[src/rtl/uart_pkg.sv]
// uart_pkg: shared UART constants, FSM state type and baud divisor helper
package uart_pkg;
  localparam int DATA_BITS = 8;
  localparam int FRAME_BITS = 10;
  typedef enum logic {IDLE, SEND} state_e;
  function automatic int bit_cycles(input int clk_freq, input int baud);
    return clk_freq / baud;
  endfunction
endpackage

[src/rtl/uart_tx_if.sv]
// uart_tx_if: byte-producer handshake and serial pin of the UART transmitter
interface uart_tx_if;
  import uart_pkg::*;
  logic [DATA_BITS-1:0] data_in;
  logic po_flag;
  logic data_tx;
  logic end_flag;
  modport master (output data_in, po_flag, input data_tx, end_flag);
  modport slave (input data_in, po_flag, output data_tx, end_flag);
endinterface

[src/rtl/uart_baud_cnt.sv]
// uart_baud_cnt: enable-gated 0..N-1 bit-period counter with wrap pulse
module uart_baud_cnt
  import uart_pkg::*;
#(
  parameter int N = 434
) (
  input  logic clk,
  input  logic rst,
  input  logic en_i,
  output logic wrap_o
);
  localparam int W = $clog2(N);
  logic [W-1:0] cnt_q;
  assign wrap_o = en_i && cnt_q == W'(N - 1);
  // count while enabled, restart at the wrap, hold at zero when disabled
  always_ff @(posedge clk)
    cnt_q <= (rst || !en_i || wrap_o) ? '0 : cnt_q + 1'b1;
endmodule

[src/rtl/uart_tx.sv]
// uart_tx: 8-N-1 serial transmitter, one byte in flight, one-cycle end_flag
module uart_tx
  import uart_pkg::*;
#(
  parameter int CLK_FREQ = 50_000_000,
  parameter int BAUD = 115200
) (
  input logic s_clk,
  input logic s_rst,
  uart_tx_if.slave bus
);
  localparam int BIT_CYCLES = bit_cycles(CLK_FREQ, BAUD);
  state_e state_q;
  logic [3:0] bit_q;
  logic [DATA_BITS-1:0] sh_q;
  logic data_tx_q, done_q, end_flag_q;
  logic wrap, exit_d, line_d;
  uart_baud_cnt #(.N(BIT_CYCLES)) u_baud (
    .clk   (s_clk),
    .rst   (s_rst),
    .en_i  (state_q == SEND),
    .wrap_o(wrap)
  );
  assign exit_d = state_q == SEND && wrap && bit_q == 4'(FRAME_BITS - 1);
  assign line_d = (state_q == IDLE || bit_q == 4'(FRAME_BITS - 1)) ? 1'b1 :
                  bit_q == '0 ? 1'b0 : sh_q[0];
  assign bus.data_tx = data_tx_q;
  assign bus.end_flag = end_flag_q;
  // FSM, bit counter and shifter; pin and end pulse lag the state by one flop
  always_ff @(posedge s_clk) begin
    if (s_rst) begin
      state_q <= IDLE;
      bit_q <= '0;
      sh_q <= '0;
      data_tx_q <= 1'b1;
      done_q <= 1'b0;
      end_flag_q <= 1'b0;
    end else begin
      data_tx_q <= line_d;
      done_q <= exit_d;
      end_flag_q <= done_q;
      if (state_q == IDLE) begin
        if (bus.po_flag) begin
          sh_q <= bus.data_in;
          bit_q <= '0;
          state_q <= SEND;
        end
      end else if (wrap) begin
        bit_q <= exit_d ? '0 : bit_q + 1'b1;
        if (bit_q != '0) sh_q <= sh_q >> 1;
        if (exit_d) state_q <= IDLE;
      end
    end
  end
endmodule

[src/flat_wrapper.sv]
// flat-port wrapper written by rule: the top's interface ports become plain ports
module uart_tx_flat import uart_pkg::*;
#(
  parameter int CLK_FREQ = 50_000_000,
  parameter int BAUD = 115200
)
  (s_clk, s_rst, bus_data_in, bus_po_flag, bus_data_tx, bus_end_flag);
  uart_tx_if bus_i ();
  input logic s_clk;
  input logic s_rst;
  input wire logic [$bits(bus_i.data_in)-1:0] bus_data_in;
  input wire logic [$bits(bus_i.po_flag)-1:0] bus_po_flag;
  output wire logic [$bits(bus_i.data_tx)-1:0] bus_data_tx;
  output wire logic [$bits(bus_i.end_flag)-1:0] bus_end_flag;
  assign bus_i.data_in = bus_data_in;
  assign bus_i.po_flag = bus_po_flag;
  assign bus_data_tx = bus_i.data_tx;
  assign bus_end_flag = bus_i.end_flag;
  uart_tx #(.CLK_FREQ(CLK_FREQ), .BAUD(BAUD)) u_core (.s_clk(s_clk), .s_rst(s_rst), .bus(bus_i));
endmodule
[config.mk]
export PLATFORM = sky130hd
export DESIGN_NAME = uart_tx_flat
export DESIGN_NICKNAME = d
export VERILOG_FILES = /design/src/rtl/uart_pkg.sv /design/src/rtl/uart_tx_if.sv /design/src/rtl/uart_baud_cnt.sv /design/src/rtl/uart_tx.sv /design/src/flat_wrapper.sv
export SDC_FILE = /design/constraint.sdc
export NUM_CORES = 1
export LEC_CHECK = 0
export ABC_AREA = 1
export CORE_ASPECT_RATIO = 1.1
export CORE_UTILIZATION = 55
export CTS_CLUSTER_DIAMETER = 150
export DETAILED_ROUTE_END_ITERATION = 16
export GPL_ROUTABILITY_DRIVEN = 0
export HOLD_SLACK_MARGIN = 0.1
export PLACE_DENSITY = 0.78
export SKIP_LAST_GASP = 1
export SYNTH_ARGS = -nofsm -noshare
export SYNTH_HDL_FRONTEND = slang
export SYNTH_SLANG_ARGS = --single-unit
[constraint.sdc]
create_clock -name s_clk -period 1.4 [get_ports s_clk]
set_input_delay 0.14 -clock s_clk [delete_from_list [all_inputs] [get_ports s_clk]]
set_output_delay 0.14 -clock s_clk [all_outputs]
set_load 0.03 [all_outputs]
# Word level (Yosys, flattened, before mapping)
# Index checks and enable logic that the tools add are counted.
[op_classes]
addsub = 2
eq_ne = 4
bitwise_logic = 1
reduce_logical = 13
muxes = 13
[op_table]
columns = ["operator", "count"]
rows = [
  ["$mux 8", 4],
  ["$mux 4", 4],
  ["$add 9x1->9 const B", 1],
  ["$eq 9x9->1 const B", 1],
  ["$mux 1", 5],
  ["$add 4x1->4 const B", 1],
  ["$eq 4x4->1 const B", 1],
  ["$logic_not 4->1", 1],
  ["$ne 2x2->1 const B", 2],
  ["$reduce_bool 4->1", 1],
  ["$logic_and 1x1->1", 3],
  ["$logic_or 1x1->1", 3],
  ["$reduce_and 3->1", 1],
  ["$reduce_and 2->1", 1],
  ["$reduce_bool 2->1", 1],
  ["$reduce_or 2->1", 1],
  ["$logic_not 1->1", 1],
  ["$not 1->1", 1],
]
[word_totals]
elab_cells = 40
ff_bits = 25
out_inout_bits = 2
in_bits = 11

# Logic depth before layout (Yosys ltp)
# Gate-level depths: netlist of the first run.
[logic_depth]
depth_word = 7
mapped_depth = 10
depth_no_buf = 10

# Modules after synthesis
# A second synthesis of the first run with hierarchy kept.
[hier_totals]
cells_unflattened = 202
area_unflattened_um2 = 1375.1
[modules_own_cells]
columns = ["mod", "n_inst", "area_per_inst_um2", "seq_area_each_um2", "cells_per_inst"]
rows = [
  ["uart_tx", 1, 925.9, 320.3, 135],
  ["uart_baud_cnt", 1, 449.2, 180.2, 67],
]

# Worst setup path before layout of the first run
# Ideal clock, no wire load.
[synth_timing]
kind = "register to register"
start = "register u_core.u_baud.cnt_q[0]"
end = "register u_core.sh_q[6]"
stages_incl_launch_ff = 10
setup_ns = 0.115
setup_slack_ns = 0.101
arrival_ns = 1.184
required_time_ns = 1.285
n_path_buf = 1
period_less_slack_ns = 1.299
cell_sequence = "dfxtp_1 -> ha_1 -> nand2_1 -> nor2_2 -> nand3_2 -> nand2_4 -> buf_12 -> nand3_1 -> nand2_1 -> nor2_1"
[synth_between]
elab_chain_cells = 4
[synth_lines]
columns = ["element", "line_no", "source"]
rows = [
  ["from (decl)", "uart_baud_cnt.sv:13", "logic [W-1:0] cnt_q;"],
  ["from (signal assigned)", "uart_baud_cnt.sv:17", "cnt_q <= (rst || !en_i || wrap_o) ? '0 : cnt_q + 1'b1;"],
  ["$eq 9x9->1", "uart_baud_cnt.sv:14", "assign wrap_o = en_i && cnt_q == W'(N - 1);"],
  ["$logic_and 1x1->1", "uart_baud_cnt.sv:14", ""],
  ["$ne 2x2->1 (no line)", "--", ""],
  ["$reduce_and 3->1 (no line)", "--", ""],
  ["to (signal assigned)", "uart_tx.sv:44", "sh_q <= bus.data_in;"],
  ["to (signal assigned)", "uart_tx.sv:50", "if (bit_q != '0) sh_q <= sh_q >> 1;"],
  ["to (decl)", "uart_tx.sv:15", "logic [DATA_BITS-1:0] sh_q;"],
]
# No other way between the ends.
# A chain may end at the register's enable or synchronous reset.

# Worst setup path after layout of the first run
[layout_timing]
start = "register u_core.u_baud.cnt_q[1]"
end = "register u_core.sh_q[1]"
# Same word-level chain as after synthesis.

==> impl_results.md, run 1 <==
* Routed Antenna Nets at 0
* Clock sinks at 25
* Yosys reg bits at 25
* Syn Area/Cell at ~7.7 um2
* Layout cell share with drive strength beyond 1 at roughly a quarter
* First-pass GRT wire length at between 4 and 5 mm
* R2r endpoint: u_core.sh_q[1]
* Die Y-Extent at about 52 um
* Max transition margin at around four fifths
* Min-Delay Endpoint: u_core.bus.end_flag
* Die ar. at 2500 um2
* Mapped Area at 1260 um2
* Die Width at around 48 um
* Worst skew pair latency at around 0.33 ns
* Mapped Nets at 181
* Vias at 1198
* Worst setup path class: flop to flop
* Remaining DRCs at 0
* Clk root buf: clkbuf_4
* TritonCTS clock tree: yes
* Max cap viols at 0
* Slew Limit Fails at 0
* Slew @ Worst Pin at between 0.2 and 0.3 ns
* Outcome: completed
* Vias in the first global route at 1055
* CTS max path bufs at 2
* Placement Setup Slack at -0.00383 ns
* CTS H-Tree Depth at 1
* DR iter-0 viols at 47
* Routed WL per cell at 14.0 um
* YS warnings at 0
* Pleak at around 0.64 nW
* Peak VDD IR at 0.659 mV
* Hold Path Class: flop to flop
* ANT cells at 0
* Final setup viols at 0
* Pre-Repair DR Iteration Count at 4
* Crit path required time at approximately 1.6 ns
* Total GRT Usage at about a quarter
* Clk_skew at 0.00130 ns
* Routed Wire Length at approximately 3.0 mm
* Synth top area share at about 40%
* Cell variety after synth at 26
* Pin count of the biggest net entering global routing at 17
* WHS at roughly 0.42 ns
* Synth area leader: dfxtp_1
* Final instance area at between 1500 and 2000 um2
* # fillers at 148
* Crit-path max FO at 5
* Initial antenna violation count at 0
* Port Buf Inserts at 12
* R2r startpoint: u_core.u_baud.cnt_q[1]
* Hold_sp: u_core.done_q
* CP startpoint kind: flop
* Area Overhead vs Synth at 31.3%
* Sequential-to-total area share from yosys stat at 39.6%
* Part of the cycle the worst path needs at 97.3%
* CP Capture Type: flop
* Setup ws final at roughly 0.038 ns
* Top Ports at 13
* Final Util at ~80%
* Worst r2r path cells at 9
* Finished Layout Cells at roughly 220
* GRT overflow at 0
* Final count of hold timing violations at 0
* Syn Inst Count at between 150 and 200
* Crit path DAT at between 1.5 and 2 ns
* Peak Freq at about 730 MHz
* Vias per cell at about 5.5
* R2r setup slk at approximately 0.038 ns
* Core area at between 2000 and 2500 um2
* Placed cell area at 1430 um2
* Ranking of synthesized cells by area: dfxtp_1 (40%), nand2_1 (9.2%), nor2_1 (8.0%), nand3_1 (7.5%), mux2i_1 (5.5%)
* Final #Nets at 207
* DP Wirelength at between 1.5 and 2 mm
* CTS Hold Bufs at 0
* Starting Density at 60.7%
* Hold Crit Depth at 2
* Tmin final at roughly 1.4 ns
* RSZ-0062 raised after global routing: true
* Row count at 17
* Placed cells at around 210
* TritonCTS Buffers at 3
* Total power density per cell area at between 800 and 900 nW/um2
* Clk slew on worst S/H paths at roughly 0.14 ns
==> layout make-up <==
type	count	area, um2	area share, %
tap	28	35.0	2.11
clock inverter	1	5.00	0.301
sequential	25	504	30.4
multi-input combinational	124	846	50.9
inverter	16	62.6	3.77
timing repair buffer	21	185	11.2
clock buffer	3	22.5	1.36
==> layer usage <==
layer / track usage (%) / part of all wire [%]
met3: 4.14 / 3.3
met4: 13.0 / 2.0
met2: 39.4 / 51
met5: 0 / 0
met1: 28.6 / 44
==> flip-flops by register name (all words and copies together), names as in the netlist <==
name / count
u_core.bit_q: 4
u_core.bus.data_tx: 1
u_core.done_q: 1
u_core.state_q: 1
u_core.bus.end_flag: 1
u_core.u_baud.cnt_q: 9
u_core.sh_q: 8
==> cell families after synthesis <==
group                    share of synthesized area [%]
AO/OA/AOI/OAI                                     7.42
XOR/XNOR                                          2.77
flip-flops                                        39.6
buffers and inverters                             7.81
AND/OR/NAND/NOR                                   31.9
multiplexers                                      5.54
adder cells (fa/ha/maj)                           4.95
==> power by group <==
group	switching [mW]	internal (mW)
Sequential	0.0258	0.745
Clock	0.231	0.107
Combinational	0.172	0.137
Total	0.429	0.990
==> through the flow <==
step | TNS, ns | total power [mW]
CTS | 0 | 1.35
floorplan | 0 | 0.952
detailed placement | -0.00734 | 1.02
global route | -0.0666 | 1.46
finish | 0 | 1.42
global placement | 0 | 1.01
==> placed cells by master, fill, tap and decap left out, types with 5 or more instances in the layout <==
cell	instances
clkdlybuf4s50_1	10
nand2_1	28
nand2_2	5
nand3_2	5
a21oi_1	9
a21oi_2	5
nand3_1	12
mux2i_1	7
dfxtp_1	22
inv_1	12
nor2_1	25
buf_4	9
==> worst max path at each step <==
stage / end / from / cells after the start / slack (ns)
after global routing: u_core.sh_q[1] / u_core.u_baud.cnt_q[1] / 9 / -0.03
after detailed placement: u_core.sh_q[7] / bus_po_flag / 8 / -0.004
after floorplan: u_core.sh_q[6] / u_core.u_baud.cnt_q[0] / 9 / 0.10
after CTS: u_core.u_baud.cnt_q[8] / u_core.u_baud.cnt_q[0] / 7 / 0.007
final: u_core.sh_q[1] / u_core.u_baud.cnt_q[1] / 9 / 0.04
after global placement: u_core.sh_q[7] / bus_po_flag / 8 / 0.01
==> critical path: stages (launching register included) <==
cell	delay, ns
dfxtp_2	0.35
inv_2	0.06
ha_4	0.14
nand2_2	0.06
nor2_4	0.12
nand3_4	0.18
nand2_8	0.15
nand3_2	0.07
nand2_1	0.08
nor2_1	0.05
==> Yosys cell counts <==
master and number:
nand3_1 19, a31oi_1 1, nor2_2 1, a21oi_2 2, nor2_1 27, dfxtp_1 25, nand2_2 2, xor2_1 3
nand2_4 1, nand4_4 1, nor3_1 1, buf_12 1, or2_2 1, a21oi_1 12, buf_6 1, inv_2 1
o21ai_0 2, nand4_1 3, clkinv_1 1, nand2_1 31, nand3_2 1, xnor2_1 1, buf_4 1, ha_1 5
inv_1 14, mux2i_1 7
==> timing repair <==
item	in CTS	in global routing
gates resized for setup	4	32
pin swaps	1	7
gates cloned	1	2
buffers inserted	0	2
endpoints found under the setup margin	11	21
(Power assumes the default switching activity.)
==> run 2: changes to the inputs <==
MAX_ROUTING_LAYER = met4   (was default)
==> run 2 against run 1 <==
Effect of this change:
- maximum frequency about the same
- cell area is the same
- final cell count unchanged
- combinational power about the same
- first-iteration DRC count is the same
- global-route usage is 0.59 points higher
- worst setup slack improved by 0.0011 ns
- via count shrank 0.58%
- die area stayed put
- largest cell class unchanged
- largest power group unchanged
==> impl_results.md, run 2 (synthesis results as in run 1) <==
* Outcome: completed (unchanged)
* Core area at 2080 um2 (unchanged)
* Peak VDD IR at 0.658 mV (was 0.659 mV)
* Most common cell after layout, fill and taps aside: nand2_1 (unchanged)
* DP Wirelength at 1.85 mm (unchanged)
* Crit path required time at 1.64 ns (about the same)
* Slew @ Worst Pin at 0.288 ns (about the same)
* R2r endpoint: u_core.sh_q[1] (unchanged)
* Sum of negative setup slack at 0 ns (unchanged)
* Peak Freq at 735 MHz (was 734 MHz)
* Total GRT Usage at 24.6% (was 24.0%)
* Part of the cycle the worst path needs at 97.2% (was 97.3%)
* Final instance area at 1660 um2 (unchanged)
* R2r setup slk at 0.04 ns (about the same)
* Routed Antenna Nets at 0 (unchanged)
* Clk root buf: clkbuf_4 (unchanged)
* First-pass GRT wire length at 4.23 mm (unchanged)
* Worst r2r path cells at 9 (unchanged)
* Area Overhead vs Synth at 31.3% (unchanged)
* Starting Density at 60.7% (unchanged)
* DR iter-0 viols at 47 (unchanged)
* Hold Path Class: flop to flop (unchanged)
* Min-Delay Endpoint: u_core.bus.end_flag (unchanged)
* CTS H-Tree Depth at 1 (unchanged)
* # fillers at 148 (unchanged)
* Routed Wire Length at 3.03 mm (was 3.05 mm)
* Die Width at 47.7 um (unchanged)
* Total power draw at 1.42 mW (about the same)
* Multi-input gate area at 846 um2 (unchanged)
* Vias per cell at 5.46 (was 5.50)
* Max transition margin at 80.7% (unchanged)
* Die ar. at 2500 um2 (unchanged)
* CTS max path bufs at 2 (unchanged)
* Max cap viols at 0 (unchanged)
* Routed WL per cell at 13.9 um (was 14.0 um)
* FF/Latch Area at 504 um2 (unchanged)
* Max incr delay on CP at 0.35 ns (about the same)
* Final Util at 79.7% (unchanged)
* WHS at 0.424 ns (about the same)
* Die Y-Extent at 52.3 um (unchanged)
* Commonest non-fill, non-tap cells in the layout: nand2_1 (28), nor2_1 (25), dfxtp_1 (22) (unchanged)
* R2r startpoint: u_core.u_baud.cnt_q[1] (unchanged)
* TritonCTS clock tree: yes (unchanged)
* Pin count of the biggest net entering global routing at 17 (unchanged)
* Final setup viols at 0 (unchanged)
* Vias at 1191 (was 1198)
* TritonCTS Buffers at 3 (unchanged)
* Crit-path cells: inv_2 -> ha_4 -> nand2_2 -> nor2_4 -> nand3_4 -> nand2_8 -> nand3_2 -> nand2_1 -> nor2_1 (unchanged)
* Initial antenna violation count at 0 (unchanged)
* Final count of hold timing violations at 0 (unchanged)
* ANT cells at 0 (unchanged)
* Hold_sp: u_core.done_q (unchanged)
* Crit path DAT at 1.60 ns (about the same)
* Crit-path max FO at 5 (unchanged)
* Port Buf Inserts at 12 (unchanged)
* CP Capture Type: flop (unchanged)
* Worst setup path class: flop to flop (unchanged)
* Pleak at 0.637 nW (unchanged)
* Clock sinks at 25 (unchanged)
* Worst Setup SP: u_core.u_baud.cnt_q[1] (unchanged)
* Layout cell share with drive strength beyond 1 at 25.8% (unchanged)
* Worst skew pair latency at 0.33 ns (about the same)
* Placed cell area at 1430 um2 (unchanged)
* Tmin final at 1.36 ns (about the same)
* Slowest stage cell, crit path: dfxtp_2 (unchanged)
* Max FFs per register at 9 (unchanged)
* Top Ports at 13 (unchanged)
* Regs by FF count: u_core.u_baud.cnt_q x9, u_core.sh_q x8, u_core.bit_q x4 (unchanged)
* Total power density per cell area at 854 nW/um2 (was 855 nW/um2)
* GRT overflow at 0 (unchanged)
* CP startpoint kind: flop (unchanged)
* Clk_skew at 0.00103 ns (was 0.00130 ns)
* Hold Crit Depth at 2 (unchanged)
* Most flop-heavy register: u_core.u_baud.cnt_q (unchanged)
* CP Buf/Inv Count at 1 (unchanged)
* Vias in the first global route at 1056 (was 1055)
* Clk slew on worst S/H paths at 0.14 ns (about the same)
* Slew Limit Fails at 0 (unchanged)
* CTS Hold Bufs at 0 (unchanged)
* Pre-Repair DR Iteration Count at 4 (unchanged)
* RSZ-0062 raised after global routing: true (unchanged)
* Remaining DRCs at 0 (unchanged)
* Top Family by Delay on Critical Path: simple AND/OR/NAND/NOR gates (unchanged)
* Final #Nets at 207 (unchanged)
* Row count at 17 (unchanged)
run 2: cell counts in the layout (fill, tap and decap cells not counted):
Identical to the previous run, type by type.
run 2: timing repair:
action                     4_1_cts  5_1_grt
gates cloned                     1        2
gates resized for setup          4       32
pin swaps                        1        7
setup buffers                    0        2
setup endpoints to repair       11       21
hold endpoints to repair         0        0
run 2: how the worst max path moves through the flow:
| stage | endpoint | slack, ns | depth (start not counted) |
|---|---|---|---|
| 5_1_grt | u_core.sh_q[1] | -0.03 | 9 |
| 3_5_place_dp | u_core.sh_q[7] | -0.004 | 8 |
| 2_1_floorplan | u_core.sh_q[6] | 0.10 | 9 |
| 3_3_place_gp | u_core.sh_q[7] | 0.01 | 8 |
| 4_1_cts | u_core.u_baud.cnt_q[8] | 0.007 | 7 |
| 6_report | u_core.sh_q[1] | 0.04 | 9 |
run 2: area by class of cell:
cell class / count / share of cell area, %
clock buffers: 3 / 1.36
clock inverters: 1 / 0.301
inverters: 16 / 3.77
multi-input cells: 124 / 50.9
flip-flops and latches: 25 / 30.4
well taps: 28 / 2.11
repair buffers: 21 / 11.2
run 2: power by group:
group	leakage, nW	switching (mW)	internal, mW
Clock	0.0177	0.231	0.107
Combinational	0.414	0.171	0.137
Sequential	0.205	0.0257	0.745
Total	0.637	0.428	0.990
run 2: through the flow:
stage          setup WS, ns  instances
2_1_floorplan         0.101        165
3_3_place_gp         0.0132        209
3_5_place_dp       -0.00383        209
4_1_cts             0.00712        214
5_1_grt             -0.0325        218
6_report             0.0394        218
run 2: layer usage:
layer	share of wire, %	track usage, %	routed length [um]
met1	44	28.6	1320
met4	2.0	13.0	60
met3	3.0	4.14	90
met5	0	-	0
met2	51	39.4	1560
run 2: worst register-to-register path: cells and delay by family (launching register included):
| family | cells | cell delay, ns |
|---|---|---|
| AND/OR/NAND/NOR | 7 | 0.71 |
| flip-flops | 1 | 0.35 |
| adder cells (fa/ha/maj) | 1 | 0.14 |
| buffers and inverters | 1 | 0.06 |
==> run 3: changes to the inputs <==
CORE_UTILIZATION = 56   (was 55)
SLEW_MARGIN = 15   (was default)
SYNTH_HIERARCHICAL = 1   (was default)
==> run 3 against run 2 <==
Effect of this change:
- the flow now finishes with violations (negative setup slack)
- synthesized area rose by 8.7%
- critical path depth up 3
- sequential cell count unchanged
- clock skew grew 0.0068 ns
- critical endpoint is now u_core/sh_q[4]
- largest cell class unchanged
- highest routed layer unchanged
==> impl_results.md, run 3 <==
* FF/Latch Area at 503 um2 (was 504 um2)
* Top Family by Delay on Critical Path: simple AND/OR/NAND/NOR gates (unchanged)
* Top Ports at 13 (unchanged)
* Commonest cells in the netlist: nor2_1 (50), nand2_1 (40), inv_1 (32) (was nand2_1 (31), nor2_1 (27), dfxtp_1 (25))
* Clk slew on worst S/H paths at 0.15 ns (was 0.14 ns)
* Area Overhead vs Synth at 23.6% (was 31.3%)
* Starting Density at 60.5% (was 60.7%)
* Post-synth ARST share at 0% (unchanged)
* First-pass GRT wire length at 3.88 mm (was 4.23 mm)
* # fillers at 181 (was 148)
* Clk root buf: clkbuf_4 (unchanged)
* Crit path DAT at 1.75 ns (was 1.60 ns)
* Max FFs per register at 9 (unchanged)
* GRT overflow at 0 (unchanged)
* Crit-path cells: inv_2 -> ha_4 -> nand2_2 -> nor2_2 -> nand4_1 -> inv_1 -> nand2_4 -> nand2_8 -> buf_12 -> nand3_2 -> nand2_1 -> nor2_1 (was inv_2 -> ha_4 -> nand2_2 -> nor2_4 -> nand3_4 -> nand2_8 -> nand3_2 -> nand2_1 -> nor2_1)
* Routed WL per cell at 10.7 um (was 13.9 um)
* CTS H-Tree Depth at 1 (unchanged)
* Most common cell after layout, fill and taps aside: nor2_1 (was nand2_1)
* Placement Setup Slack at -0.0270 ns (was -0.00383 ns)
* R2r startpoint: u_core/u_baud/cnt_q[1] (was u_core.u_baud.cnt_q[1])
* Syn Inst Count at 202 (was 165)
* Pleak at 0.781 nW (was 0.637 nW)
* Core area at 2270 um2 (was 2080 um2)
* Die Y-Extent at 54.0 um (was 52.3 um)
* Vias in the first global route at 968 (was 1056)
* Vias at 1235 (was 1191)
* Clock sinks at 25 (unchanged)
* Syn Area/Cell at 6.81 um2 (was 7.67 um2)
* Max incr delay on CP at 0.35 ns (about the same)
* DP Wirelength at 1.75 mm (was 1.85 mm)
* RSZ-0062 raised after global routing: true (unchanged)
* Peak VDD IR at 0.756 mV (was 0.658 mV)
* Failing checks: negative setup slack
* Final Util at 74.7% (was 79.7%)
* ANT cells at 0 (unchanged)
* Post-synth EDFFs at 0 (unchanged)
* Most flop-heavy register: u_core/u_baud/cnt_q (was u_core.u_baud.cnt_q)
* Clk_skew at 0.00781 ns (was 0.00103 ns)
* Main flop type after synthesis: dfxtp_1 (unchanged)
* Synth area leader: dfxtp_1 (unchanged)
* CP startpoint kind: flop (unchanged)
* Routed Wire Length at 2.73 mm (was 3.03 mm)
* Cell variety after synth at 23 (was 26)
* Part of the cycle the worst path needs at 109% (was 97.2%)
* Worst Setup SP: u_core/u_baud/cnt_q[1] (was u_core.u_baud.cnt_q[1])
* Tmin final at 1.52 ns (was 1.36 ns)
* Vias per cell at 4.86 (was 5.46)
* Slew Limit Fails at 0 (unchanged)
* R2r setup slk at -0.12 ns (was 0.04 ns)
* Peak Freq at 658 MHz (was 735 MHz)
* Setup ws final at -0.119 ns (was 0.0394 ns)
* Max transition margin at 77.4% (was 80.7%)
* YS warnings at 6 (was 0)
* Worst setup path class: flop to flop (unchanged)
* TritonCTS clock tree: yes (unchanged)
* DR iter-0 viols at 24 (was 47)
* Row count at 18 (was 17)
* Sequential-to-total area share from yosys stat at 36.4% (was 39.6%)
* Hold Path Class: flop to flop (unchanged)
* Crit path required time at 1.63 ns (was 1.64 ns)
* Hold_sp: u_core/done_q (was u_core.done_q)
* Total power draw at 1.31 mW (was 1.42 mW)
* Port Buf Inserts at 12 (unchanged)
* Final #Nets at 241 (was 207)
* Synth top area share at 36.4% (was 39.6%)
* Die Width at 49.2 um (was 47.7 um)
* Pin count of the biggest net entering global routing at 20 (was 17)
* Regs by FF count: u_core/u_baud/cnt_q x9, u_core/sh_q x8, u_core/bit_q x4 (was u_core.u_baud.cnt_q x9, u_core.sh_q x8, u_core.bit_q x4)
* Commonest non-fill, non-tap cells in the layout: nor2_1 (48), nand2_1 (39), inv_1 (30) (was nand2_1 (28), nor2_1 (25), dfxtp_1 (22))
* Total power density per cell area at 771 nW/um2 (was 854 nW/um2)
* Multi-input gate area at 772 um2 (was 846 um2)
* Pre-Repair DR Iteration Count at 4 (unchanged)
* Mapped Nets at 218 (was 181)
* Die ar. at 2660 um2 (was 2500 um2)
* Outcome: complete, but fails checks (was completed)
* TritonCTS Buffers at 3 (unchanged)
* Final setup viols at 11 (was 0)
* Most numerous cell in the Yosys netlist: nor2_1 (was nand2_1)
* Max cap viols at 0 (unchanged)
* Worst skew pair latency at 0.33 ns (about the same)
* Final count of hold timing violations at 0 (unchanged)
* Slowest stage cell, crit path: dfxtp_2 (unchanged)
* Routed Antenna Nets at 0 (unchanged)
* Initial antenna violation count at 0 (unchanged)
* Slew @ Worst Pin at 0.339 ns (was 0.288 ns)
* Remaining DRCs at 0 (unchanged)
* Crit-path max FO at 8 (was 5)
* Layout cell share with drive strength beyond 1 at 17.9% (was 25.8%)
* Mapped Area at 1380 um2 (was 1260 um2)
* Yosys reg bits at 25 (unchanged)
* CTS max path bufs at 2 (unchanged)
* Total GRT Usage at 19.8% (was 24.6%)
* CP Buf/Inv Count at 3 (was 1)
* CP Capture Type: flop (unchanged)
* Ranking of synthesized cells by area: dfxtp_1 (36%), nor2_1 (14%), nand2_1 (11%), inv_1 (8.7%), ha_1 (4.5%) (was dfxtp_1 (40%), nand2_1 (9.2%), nor2_1 (8.0%), nand3_1 (7.5%), mux2i_1 (5.5%))
## run 3: changes by cell type in the layout (fill, tap and decap cells not counted), moves of 4 or more
cell	change
nand2_1	+11
nor2_1	+23
inv_1	+18
mux2i_1	-7
a21oi_2	-4
nand3_1	-5
## run 3: through the flow
step / TNS [ns] / cells / hold WS [ns] / cell area (um2)
global route: -2.25 / 254 / 0.436 / 1700
CTS: -0.450 / 252 / 0.430 / 1590
global placement: 0 / 248 / 0.397 / 1570
detailed placement: -0.138 / 248 / 0.407 / 1570
floorplan: 0 / 202 / 0.209 / 1380
finish: -0.841 / 254 / 0.427 / 1700
## run 3: layout make-up
| class | count | area share, % |
|---|---|---|
| Clock inverter | 1 | 0.442 |
| Sequential cell | 25 | 29.6 |
| Timing Repair Buffer | 23 | 13.5 |
| Multi-Input combinational cell | 139 | 45.4 |
| Clock buffer | 3 | 1.33 |
| Inverter | 33 | 7.44 |
| Tap cell | 30 | 2.21 |
## run 3: tightest hold or removal path: stages, from the launching register on
cell,delay [ns]
dfxtp_1,0.33
inv_1,0.04
nor2_1,0.03
## run 3: what timing repair did
| item | in CTS | in global routing |
|---|---|---|
| pin swaps | 0 | 4 |
| gates resized for setup | 2 | 18 |
| buffers inserted | 0 | 1 |
| gates cloned | 0 | 1 |
| hold buffers | 0 | 0 |
| hold endpoints to repair | 0 | 0 |
| setup endpoints to repair | 12 | 15 |
## run 3: cell families after synthesis
logic type / count (synthesis) / share of synthesized area [%]
AO/OA/AOI/OAI: 14 / 5.28
XOR/XNOR: 4 / 2.55
adder cells (fa/ha/maj): 5 / 4.55
buffers and inverters: 38 / 12.7
flip-flops: 25 / 36.4
AND/OR/NAND/NOR: 116 / 38.5
## run 3: path summary, 6_finish.rpt
check,end,cells after the start
worst max-delay path,u_core/sh_q[4],12
worst min-delay path,u_core/bus.end_flag,2
worst max register to register,u_core/sh_q[4],12
worst min register to register,u_core/bus.end_flag,2
## run 3: where the power goes
group | total [mW] | internal, mW | leakage (nW) | switching (mW)
registers | 0.746 | 0.734 | 0.204 | 0.0115
logic | 0.225 | 0.100 | 0.563 | 0.125
clock network | 0.338 | 0.109 | 0.0139 | 0.229
total | 1.31 | 0.944 | 0.781 | 0.365
## run 3: per-layer routing
layer	part of all wire, %	up-vias	track usage (%)
met5	0	-	-
met4	0.77	0	8.82
met1	46	548	22.5
met2	50	29	35.8
met3	2.7	2	1.69
li1	-	656	-
